## src/rtl/fifo_pkg.sv

```systemverilog
// Shared constants and types for the 128x8 show-ahead FIFO controller.
package fifo_pkg;

  localparam int FIFO_DW       = 8;
  localparam int FIFO_AW       = 7;
  localparam int FIFO_DEPTH    = 1 << FIFO_AW;
  localparam int FIFO_AF_LEVEL = 120;

  // Pointer carries one extra wrap bit beyond the RAM address.
  typedef logic [FIFO_AW:0] fifo_ptr_t;

endpackage

```

## src/rtl/fifo_ptr.sv

```systemverilog
// Wrapping AW+1-bit FIFO pointer with increment enable and synchronous active-low reset.
module fifo_ptr
  import fifo_pkg::*;
#(
  parameter int AW = FIFO_AW
) (
  input  logic        ck,
  input  logic        rst_n,
  input  logic        inc,
  output logic [AW:0] ptr
);

  // NOTE: sequential state uses non-blocking assignment so every flop samples pre-edge values.
  always_ff @(posedge ck) begin
    if (!rst_n) begin
      ptr <= '0;
    end else if (inc) begin
      ptr <= ptr + 1'b1;
    end
  end

endmodule

```

## src/rtl/fifo_ctl_128.sv

```systemverilog
// Pointer/flag controller turning an external two-port RAM (sync write A, async read B)
// into a 128x8 fall-through FIFO.
module fifo_ctl_128
  import fifo_pkg::*;
#(
  parameter int          DW       = FIFO_DW,
  parameter int          AW       = FIFO_AW,
  parameter int unsigned AF_LEVEL = FIFO_AF_LEVEL
) (
  input  logic          ck,
  input  logic          rst_n,
  input  logic          wr_en,
  input  logic [DW-1:0] wr_data,
  input  logic          rd_en,
  output logic [DW-1:0] rd_data,
  output logic          empty,
  output logic          full,
  output logic          almost_full,
  output logic [AW:0]   count,
  output logic          overflow,
  output logic          underflow,
  output logic [DW-1:0] ram_din,
  output logic [AW-1:0] ram_adr_a,
  output logic [AW-1:0] ram_adr_b,
  output logic          ram_we_n,
  input  logic [DW-1:0] ram_dout
);

  localparam logic [AW:0] AF_THR = (AW+1)'(AF_LEVEL);

  logic [AW:0] wr_ptr;
  logic [AW:0] rd_ptr;
  logic        push;
  logic        pop;

  // Gating with rst_n keeps the RAM write strobe inactive for the whole reset.
  assign push = wr_en & ~full & rst_n;
  assign pop  = rd_en & ~empty & rst_n;

  fifo_ptr #(.AW(AW)) u_wr_ptr (
    .ck    (ck),
    .rst_n (rst_n),
    .inc   (push),
    .ptr   (wr_ptr)
  );

  fifo_ptr #(.AW(AW)) u_rd_ptr (
    .ck    (ck),
    .rst_n (rst_n),
    .inc   (pop),
    .ptr   (rd_ptr)
  );

  // Status comes only from registered pointers; no path from wr_en/rd_en.
  assign empty       = (wr_ptr == rd_ptr);
  assign full        = (wr_ptr[AW] != rd_ptr[AW]) && (wr_ptr[AW-1:0] == rd_ptr[AW-1:0]);
  assign count       = wr_ptr - rd_ptr;
  assign almost_full = (count >= AF_THR);

  assign ram_din   = wr_data;
  assign ram_adr_a = wr_ptr[AW-1:0];
  assign ram_adr_b = rd_ptr[AW-1:0];
  assign ram_we_n  = ~push;
  assign rd_data   = ram_dout;

  // NOTE: reset clears only pointers and flags; the RAM array is left as-is, since
  // resetting the pointers already discards its contents.
  always_ff @(posedge ck) begin
    if (!rst_n) begin
      overflow  <= 1'b0;
      underflow <= 1'b0;
    end else begin
      if (wr_en && full) begin
        overflow <= 1'b1;
      end
      if (rd_en && empty) begin
        underflow <= 1'b1;
      end
    end
  end

endmodule

```

## config.mk

```make
export PLATFORM = sky130hd
export DESIGN_NAME = fifo_ctl_128
export DESIGN_NICKNAME = d
export VERILOG_FILES = /design/src/rtl/fifo_pkg.sv /design/src/rtl/fifo_ptr.sv /design/src/rtl/fifo_ctl_128.sv
export SDC_FILE = /design/constraint.sdc
export NUM_CORES = 1
export LEC_CHECK = 0
export ABC_AREA = 1
export CAP_MARGIN = 15
export CORE_MARGIN = 1.5
export CORE_UTILIZATION = 43
export DETAILED_ROUTE_END_ITERATION = 10
export HOLD_SLACK_MARGIN = 0.03
export PLACE_DENSITY = 0.79
export SYNTH_ARGS = -nofsm -noshare
export SYNTH_HDL_FRONTEND = slang
export SYNTH_SLANG_ARGS = --single-unit
export TNS_END_PERCENT = 1
```

## constraint.sdc

```tcl
create_clock -name ck -period 2.5 [get_ports ck]
set_input_delay 0.5 -clock ck [delete_from_list [all_inputs] [get_ports ck]]
set_output_delay 0.5 -clock ck [all_outputs]
set_load 0.02 [all_outputs]
```

# Yosys cells after proc, flatten, opt, wreduce, memory -nomap -nowiden
# Index checks and enable logic that the tools add are counted.
[totals]
regBits = 18
input_bits = 20
output_inout_bits = 44
[op_classes]
addsub = 3
order_cmp = 1
eq_ne = 3
bitwise_logic = 7
n_reduce_logical = 3
[ops]
columns = ["op", "n"]
rows = [
  ["adder 8 x 1 -> 8 bit, second input constant", 2],
  ["== test 8 bit", 1],
  ["greater-or-equal comparator 8 x 7 -> 1 bit, second input constant", 1],
  ["subtractor 8 bit", 1],
  ["== test 7 bit", 1],
  ["AND 1 bit", 4],
  ["logical AND 1 bit", 3],
  ["inverter 1 bit", 3],
  ["inequality test 1 bit", 1],
]

# Logic depth before layout (Yosys ltp)
# Gate-level depths: netlist of the first run.
[logic_depth]
ltp_word = 6
depth_mapped = 12
depth_no_buf = 12

# Hierarchy
# Synthesis of the first run repeated with hierarchy kept, for this count alone.
[hier_totals]
hier_cells = 209
area_unflattened_um2 = 1368.8
[modules_own_cells]
columns = ["module", "n_inst", "cells_per_inst", "area_each_um2", "seq_area_each_um2"]
rows = [
  ["fifo_ptr", 2, 48, 349.1, 160.2],
  ["fifo_ctl_128", 1, 113, 670.6, 40.0],
]

# Worst setup path before layout of the first run
# OpenSTA, ideal clock, no wires.
[synth_timing]
path_type = "register to output"
startpoint = "register u_rd_ptr.ptr[0]"
endpoint = "output almost_full"
arrival_ns = 1.700
path_slack_ns = 0.300
stages_incl_launch_ff = 11
path_buffers = 0
cell_sequence = "dfxtp_1 > ha_1 > inv_1 > fa_1 > nand2_1 > nand2_1 > nand3_1 > nand3_1 > nand2_1 > nand3_1 > nand2_1"
[synth_between]
elab_chain_cells = 2
[synth_rtl]
columns = ["element", "line", "rtl"]
rows = [
  ["from (decl)", "fifo_ptr.sv:10", "output logic [AW:0] ptr"],
  ["from (signal assigned)", "fifo_ptr.sv:18", "ptr <= ptr + 1'b1;"],
  ["subtractor 8 bit", "fifo_ctl_128.sv:57", "assign count = wr_ptr - rd_ptr;"],
  ["via count[6]", "fifo_ctl_128.sv:19", "output logic [AW:0] count,"],
  ["greater-or-equal comparator 8 x 7 -> 1 bit", "fifo_ctl_128.sv:58", "assign almost_full = (count >= AF_THR);"],
  ["to (decl)", "fifo_ctl_128.sv:18", "output logic almost_full,"],
]
# The timed path passes the listed nets, and every way through them passes these cells.

# Final worst setup path of the first run
[layout_timing]
startpoint = "register u_wr_ptr.ptr[0]"
endpoint = "output count[1]"
[layout_between]
elab_chain_cells = 1
[layout_rtl]
columns = ["element", "line"]
rows = [
  ["from (decl)", "fifo_ptr.sv:10"],
  ["from (signal assigned)", "fifo_ptr.sv:18"],
  ["subtractor 8 bit", "fifo_ctl_128.sv:57"],
  ["to (decl)", "fifo_ctl_128.sv:19"],
]
# No other way between the ends.

==> flow_summary.json, run 1 <==
{
  "outcome": "complete, no violations",
  "crit_family": "buffers and inverters",
  "cpMostUsedCell": "inv_1",
  "cp.required_ns": 2.00,
  "period_minus_slack_ns": 2.42,
  "power_frac_comb_pct": 47.1,
  "cpPeakStageDelay_ns": 0.59,
  "finClkSkew_ns": 0.00392,
  "fmax_mhz": 413,
  "min_from": "overflow",
  "diodes": 0,
  "core_area_um2": 3440,
  "synth.area.mux_share_pct": 0,
  "hold_buffers": 0,
  "clkTransAtPathRegs_ns": 0.07,
  "p_leak_nw": 1.01,
  "synth-main-ff-cell": "dfxtp_1",
  "cp-start-kind": "register",
  "cp_num_buf_inv": 3,
  "cts_tree": "done",
  "place_ws_ns": -0.0696,
  "crit_type": "register to primary output",
  "rsz0062_at_grt": "yes",
  "wl_per_cell_um": 11.8,
  "clk_path_buf_depth": 2,
  "pin_count": 64,
  "final.setup.tns_ns": 0,
  "end_kind": "primary output",
  "grt_pass1_wl_mm": 5.76,
  "power_mw": 1.06,
  "cts_setup_buffers": 0,
  "synth_cells": 244,
  "grt_max_degree": 12,
  "ir_drop_mv": 0.379,
  "yosysSeqAreaShare_pct": 22.8,
  "r2r_start": "u_rd_ptr.ptr[6]",
  "synth_compound_area_share_pct": 7.45,
  "final_area_um2": 1970,
  "synthAdderAreaFrac_pct": 8.40,
  "via_count": 1493,
  "overflow": 0,
  "insertion_delay_ns": 0.26,
  "post_cts_resized": 15,
  "track_usage_pct": 17.8,
  "synth.most_common_cell": "nand2_1",
  "die_height_um": 63.6,
  "timing.final.crit_share_pct": 96.9,
  "ys_ff_latch": 18,
  "dr.pass1.iters": 4,
  "slew_viol_final": 0,
  "drtAntennaViolNets": 0,
  "p_per_area_nw_per_um2": 538,
  "cts.sinks": 18,
  "port_buffers": 31,
  "layout.nets": 297,
  "cp_max_fo": 2,
  "grt_pass1_vias": 1339,
  "synth_xor_area_share_pct": 4.44,
  "syn_to_final_growth_pct": 24.6,
  "synthTopCellsByArea": "dfxtp_1 23%, nand2_1 16%, buf_4 14%, inv_1 9.7%, ha_1 7.1%",
  "synthesis.area_um2": 1580,
  "initial_utilization_pct": 45.9,
  "p_seq_share_pct": 29.2,
  "syn_nets": 274,
  "critPathArrivalTime_ns": 1.92,
  "timing.final.hold_violations": 0,
  "routed_wl_mm": 3.67,
  "rows": 21,
  "power_frac_clock_pct": 23.7,
  "synth_edf_count": 0,
  "gp_congestion": 0.880,
  "n_fill_cell": 319,
  "drive_above_1_share_pct": 16.5,
  "viasPerCell": 4.79,
  "switching_share_pct": 38.8,
  "antenna_found_initial": 0,
  "hold_path_class": "register to register",
  "postSynth.asyncResetShare_pct": 0,
  "crit_chain": "inv_1 -> ha_1 -> inv_1 -> fa_2 -> clkdlybuf4s50_1",
  "yosysUniqueCellTypes": 23,
  "syn_area_per_cell_um2": 6.47,
  "p_int_uw": 647,
  "worstMarginPinSlew_ns": 0.316,
  "setup_ws_ns": 0.0776,
  "yosys.area.top_type": "dfxtp_1",
  "maxSlewHeadroom_pct": 78.8,
  "cts_buffers": 3,
  "synth_top_area_share_pct": 22.8,
  "fp.dieW_um": 63.6,
  "finalSetupViolations": 0,
  "p_switching_uw": 411,
  "fp.dieArea_um2": 4040,
  "synthSimpleGateAreaFrac_pct": 32.1,
  "drv_cap": 0,
  "post-dp-hpwl_mm": 2.63,
  "timing.critical_path.slowest_stage_cell": "clkdlybuf4s50_1",
  "final_util_pct": 57.1,
  "worst_setup_path_startpoint": "u_wr_ptr.ptr[0]",
  "drt-initial-drc-count": 83,
  "dpl_cell_area_um2": 1850,
  "post_synth_most_frequent_cells": "69 x nand2_1, 41 x inv_1, 30 x buf_4",
  "drc_errors": 0,
  "synth_top_family_by_area": "simple AND/OR/NAND/NOR gates",
  "cts-root-buf": "clkbuf_8",
  "synth_warnings": 0,
  "htree_levels": 1
}
-- layer usage --
metal / wire (um) / vias up / global-route usage (%)
met5: 0 / - / 0
met1: 1610 / 657 / 23.1
met2: 1780 / 53 / 29.3
met4: 71 / 0 / 7.34
met3: 215 / 11 / 2.50
li1: - / 772 / -
-- power groups by stage --
stage | clock network [mW] | registers [mW] | logic (mW)
global placement | 0 | 0.315 | 0.515
finish | 0.250 | 0.309 | 0.498
CTS | 0.248 | 0.309 | 0.494
detailed placement | 0 | 0.316 | 0.524
floorplan | 0 | 0.325 | 0.331
global route | 0.264 | 0.311 | 0.540
-- cell families after synthesis --
group	after synthesis
buffers and inverters	74
xor gates and xnor gates	8
adders and majority gates	10
AOI/OAI and AO/OA	23
and+or+nand+nor	111
DFF	18
-- worst paths after layout --
kind	endpoint	slack, ns	cells past startpoint
max	count[1]	0.08	5
min	overflow	0.47	2
max reg2reg	u_rd_ptr.ptr[0]	0.79	10
min reg2reg	overflow	0.47	2
-- state kept, by name (all words and copies together), names as in the netlist --
name and cells:
overflow 1, u_rd_ptr.ptr 8, u_wr_ptr.ptr 8, underflow 1
-- cell usage in the layout, fill, tap and decap left out, types with 5 or more instances in the layout --
master	synthesis	routed
a21oi_1	12	11
buf_4	30	19
clkdlybuf4s50_1	0	21
dfxtp_1	18	18
dlygate4sd2_1	0	5
ha_4	0	5
inv_1	41	41
nand2_1	69	68
nand3_1	18	17
nor2_1	11	11
o21ai_0	7	7
xor2_1	5	5
-- area by class of cell --
| class | count | area, um^2 | area share [%] |
|---|---|---|---|
| clock buffer | 4 | 55.1 | 2.80 |
| inverter | 43 | 161 | 8.21 |
| multi-input combinational | 152 | 908 | 46.2 |
| sequential | 18 | 360 | 18.3 |
| tap | 46 | 57.6 | 2.93 |
| timing repair buffer | 49 | 424 | 21.6 |
-- worst min-delay path: stages, from the launching register on --
cell and delay, ns:
dfxtp_1 0.33, nand2_1 0.04, o21ai_0 0.06
-- through the flow --
stage / hold WS (ns) / std cells
3_3_place_gp: 0.447 / 308
6_report: 0.468 / 312
2_1_floorplan: 0.466 / 244
4_1_cts: 0.480 / 312
5_1_grt: 0.528 / 312
3_5_place_dp: 0.451 / 308
No activity file was read; power rests on OpenSTA's default activity.
==> run 2: changes to the inputs <==
--- a/config.mk
+++ b/config.mk
@@ -10,6 +10,7 @@
 export CORE_MARGIN = 1.5
 export CORE_UTILIZATION = 43
 export DETAILED_ROUTE_END_ITERATION = 10
+export GPL_ROUTABILITY_DRIVEN = 1
 export HOLD_SLACK_MARGIN = 0.03
 export PLACE_DENSITY = 0.79
 export SYNTH_ARGS = -nofsm -noshare
==> results of run 2 <==
Same layout as run 1: the final DEF is identical, and so are final timing and power.
==> run 3: changes to the inputs <==
--- a/config.mk
+++ b/config.mk
@@ -16,4 +16,4 @@
 export SYNTH_ARGS = -nofsm -noshare
 export SYNTH_HDL_FRONTEND = slang
 export SYNTH_SLANG_ARGS = --single-unit
-export TNS_END_PERCENT = 1
+export TNS_END_PERCENT = 30
==> flow_summary.json, run 3 (synthesis gave the netlist of run 1 again) <==
{
  "place_ws_ns": -0.0696,
  "clkTransAtPathRegs_ns": 0.07,
  "die_height_um": 63.6,
  "grt_pass1_vias": 1336,
  "layout.nets": 297,
  "setup_ws_ns": 0.0785,
  "drt-met1-wl_mm": 1.60,
  "maxSlewHeadroom_pct": 79.2,
  "insertion_delay_ns": 0.26,
  "power_frac_comb_pct": 47.5,
  "antenna_found_initial": 0,
  "p_leak_nw": 1.01,
  "cp-start-kind": "register",
  "drt-initial-drc-count": 76,
  "cts_buffers": 3,
  "via_count": 1496,
  "finClkSkew_ns": 0.00431,
  "highest_layer": "met4",
  "cts_tree": "done",
  "finalSetupViolations": 0,
  "layout_common_cells": "67 x nand2_1, 41 x inv_1, 21 x clkdlybuf4s50_1, 20 x buf_4, 18 x dfxtp_1",
  "power_frac_clock_pct": 23.5,
  "p_seq_share_pct": 29.0,
  "dr.pass1.iters": 4,
  "p_int_uw": 654,
  "viasPerCell": 4.79,
  "drive_above_1_share_pct": 17.3,
  "grt_pass1_wl_mm": 5.75,
  "diodes": 0,
  "core_area_um2": 3440,
  "timing.final.hold_violations": 0,
  "outcome": "complete, no violations",
  "post-dp-hpwl_mm": 2.63,
  "cts.sinks": 18,
  "gp_congestion": 0.880,
  "drc_errors": 0,
  "rows": 21,
  "hold_path_class": "register to register",
  "fp.dieArea_um2": 4040,
  "pin_count": 64,
  "switching_share_pct": 38.8,
  "drv_cap": 0,
  "cp.required_ns": 2.00,
  "cts_setup_buffers": 0,
  "port_buffers": 31,
  "crit_type": "register to primary output",
  "ir_drop_mv": 0.383,
  "track_usage_pct": 17.8,
  "dp_cells": 308,
  "final_util_pct": 57.7,
  "n_fill_cell": 318,
  "dr_wl_met3_um": 223,
  "routed_wl_mm": 3.67,
  "cp_max_fo": 2,
  "clk_path_buf_depth": 2,
  "fp.dieW_um": 63.6,
  "multiInputGateArea_um2": 923,
  "end_kind": "primary output",
  "timing.final.crit_share_pct": 96.9,
  "stdcell_count": 312,
  "p_per_area_nw_per_um2": 539,
  "largest_registers": "u_rd_ptr.ptr: 8 flops, u_wr_ptr.ptr: 8 flops",
  "p_switching_uw": 415,
  "initial_utilization_pct": 45.9,
  "fmax_mhz": 413,
  "drtAntennaViolNets": 0,
  "power_mw": 1.07,
  "layout_commonest_cell": "nand2_1",
  "worstMarginPinSlew_ns": 0.310,
  "slew_viol_final": 0,
  "seq_area_um2": 360,
  "syn_to_final_growth_pct": 25.7,
  "hold_buffers": 0,
  "overflow": 0,
  "period_minus_slack_ns": 2.42,
  "wl_per_cell_um": 11.7,
  "grt_max_degree": 12,
  "cts-root-buf": "clkbuf_8",
  "final.setup.tns_ns": 0,
  "wl_met2_mm": 1.77,
  "htree_levels": 1,
  "critPathArrivalTime_ns": 1.92
}
==> run 3: cell types whose count changed in the layout (fill, tap and decap cells not counted) <==
cell / change
buf_4: +1
buf_2: -1
nand2_2: +1
nand2_1: -1
ha_1: -1
ha_4: +1
==> run 3: path summary, 6_finish.rpt <==
kind / from / end / slack (ns) / depth (start not counted)
worst max-delay path: u_wr_ptr.ptr[0] / count[1] / 0.08 / 5
worst min-delay path: overflow / overflow / 0.47 / 2
worst max register to register: u_rd_ptr.ptr[6] / u_rd_ptr.ptr[0] / 0.78 / 10
worst min register to register: overflow / overflow / 0.47 / 2
==> run 3: area by class of cell <==
type / instances / share of cell area [%]
Clock buffer: 4 / 2.77
Inverter: 43 / 8.13
Multi-Input combinational cell: 152 / 46.5
Sequential cell: 18 / 18.2
Tap cell: 46 / 2.90
Timing Repair Buffer: 49 / 21.5
==> run 3: metal layers <==
metal / vias to the layer above / global-route usage (%)
met5: - / 0
met4: 0 / 7.34
met3: 13 / 2.50
met2: 50 / 29.2
met1: 661 / 23.1
li1: 772 / -
==> run 3: critical path, stage by stage, from the launching register on <==
cell and delay [ns]:
dfxtp_1 0.31, inv_1 0.05, ha_1 0.14, inv_1 0.06, fa_2 0.51, clkdlybuf4s50_1 0.59
==> run 3: metrics by stage <==
stage / cell area [um^2] / hold WS [ns]
floorplan: 1580 / 0.466
global placement: 1850 / 0.447
detailed placement: 1850 / 0.451
CTS: 1900 / 0.480
global route: 1980 / 0.528
finish: 1980 / 0.470
==> run 3: power groups by stage <==
stage | Combinational, mW | Clock [mW] | Sequential (mW)
6_report | 0.508 | 0.251 | 0.310
5_1_grt | 0.550 | 0.264 | 0.312
4_1_cts | 0.495 | 0.248 | 0.309
3_5_place_dp | 0.524 | 0 | 0.316
3_3_place_gp | 0.515 | 0 | 0.315
2_1_floorplan | 0.331 | 0 | 0.325
==> run 3: timing repair <==
| item | CTS | global route |
|---|---|---|
| resized for setup | 16 | 19 |
| endpoints found under the setup margin | 10 | 6 |
| hold endpoints to repair | 0 | 0 |
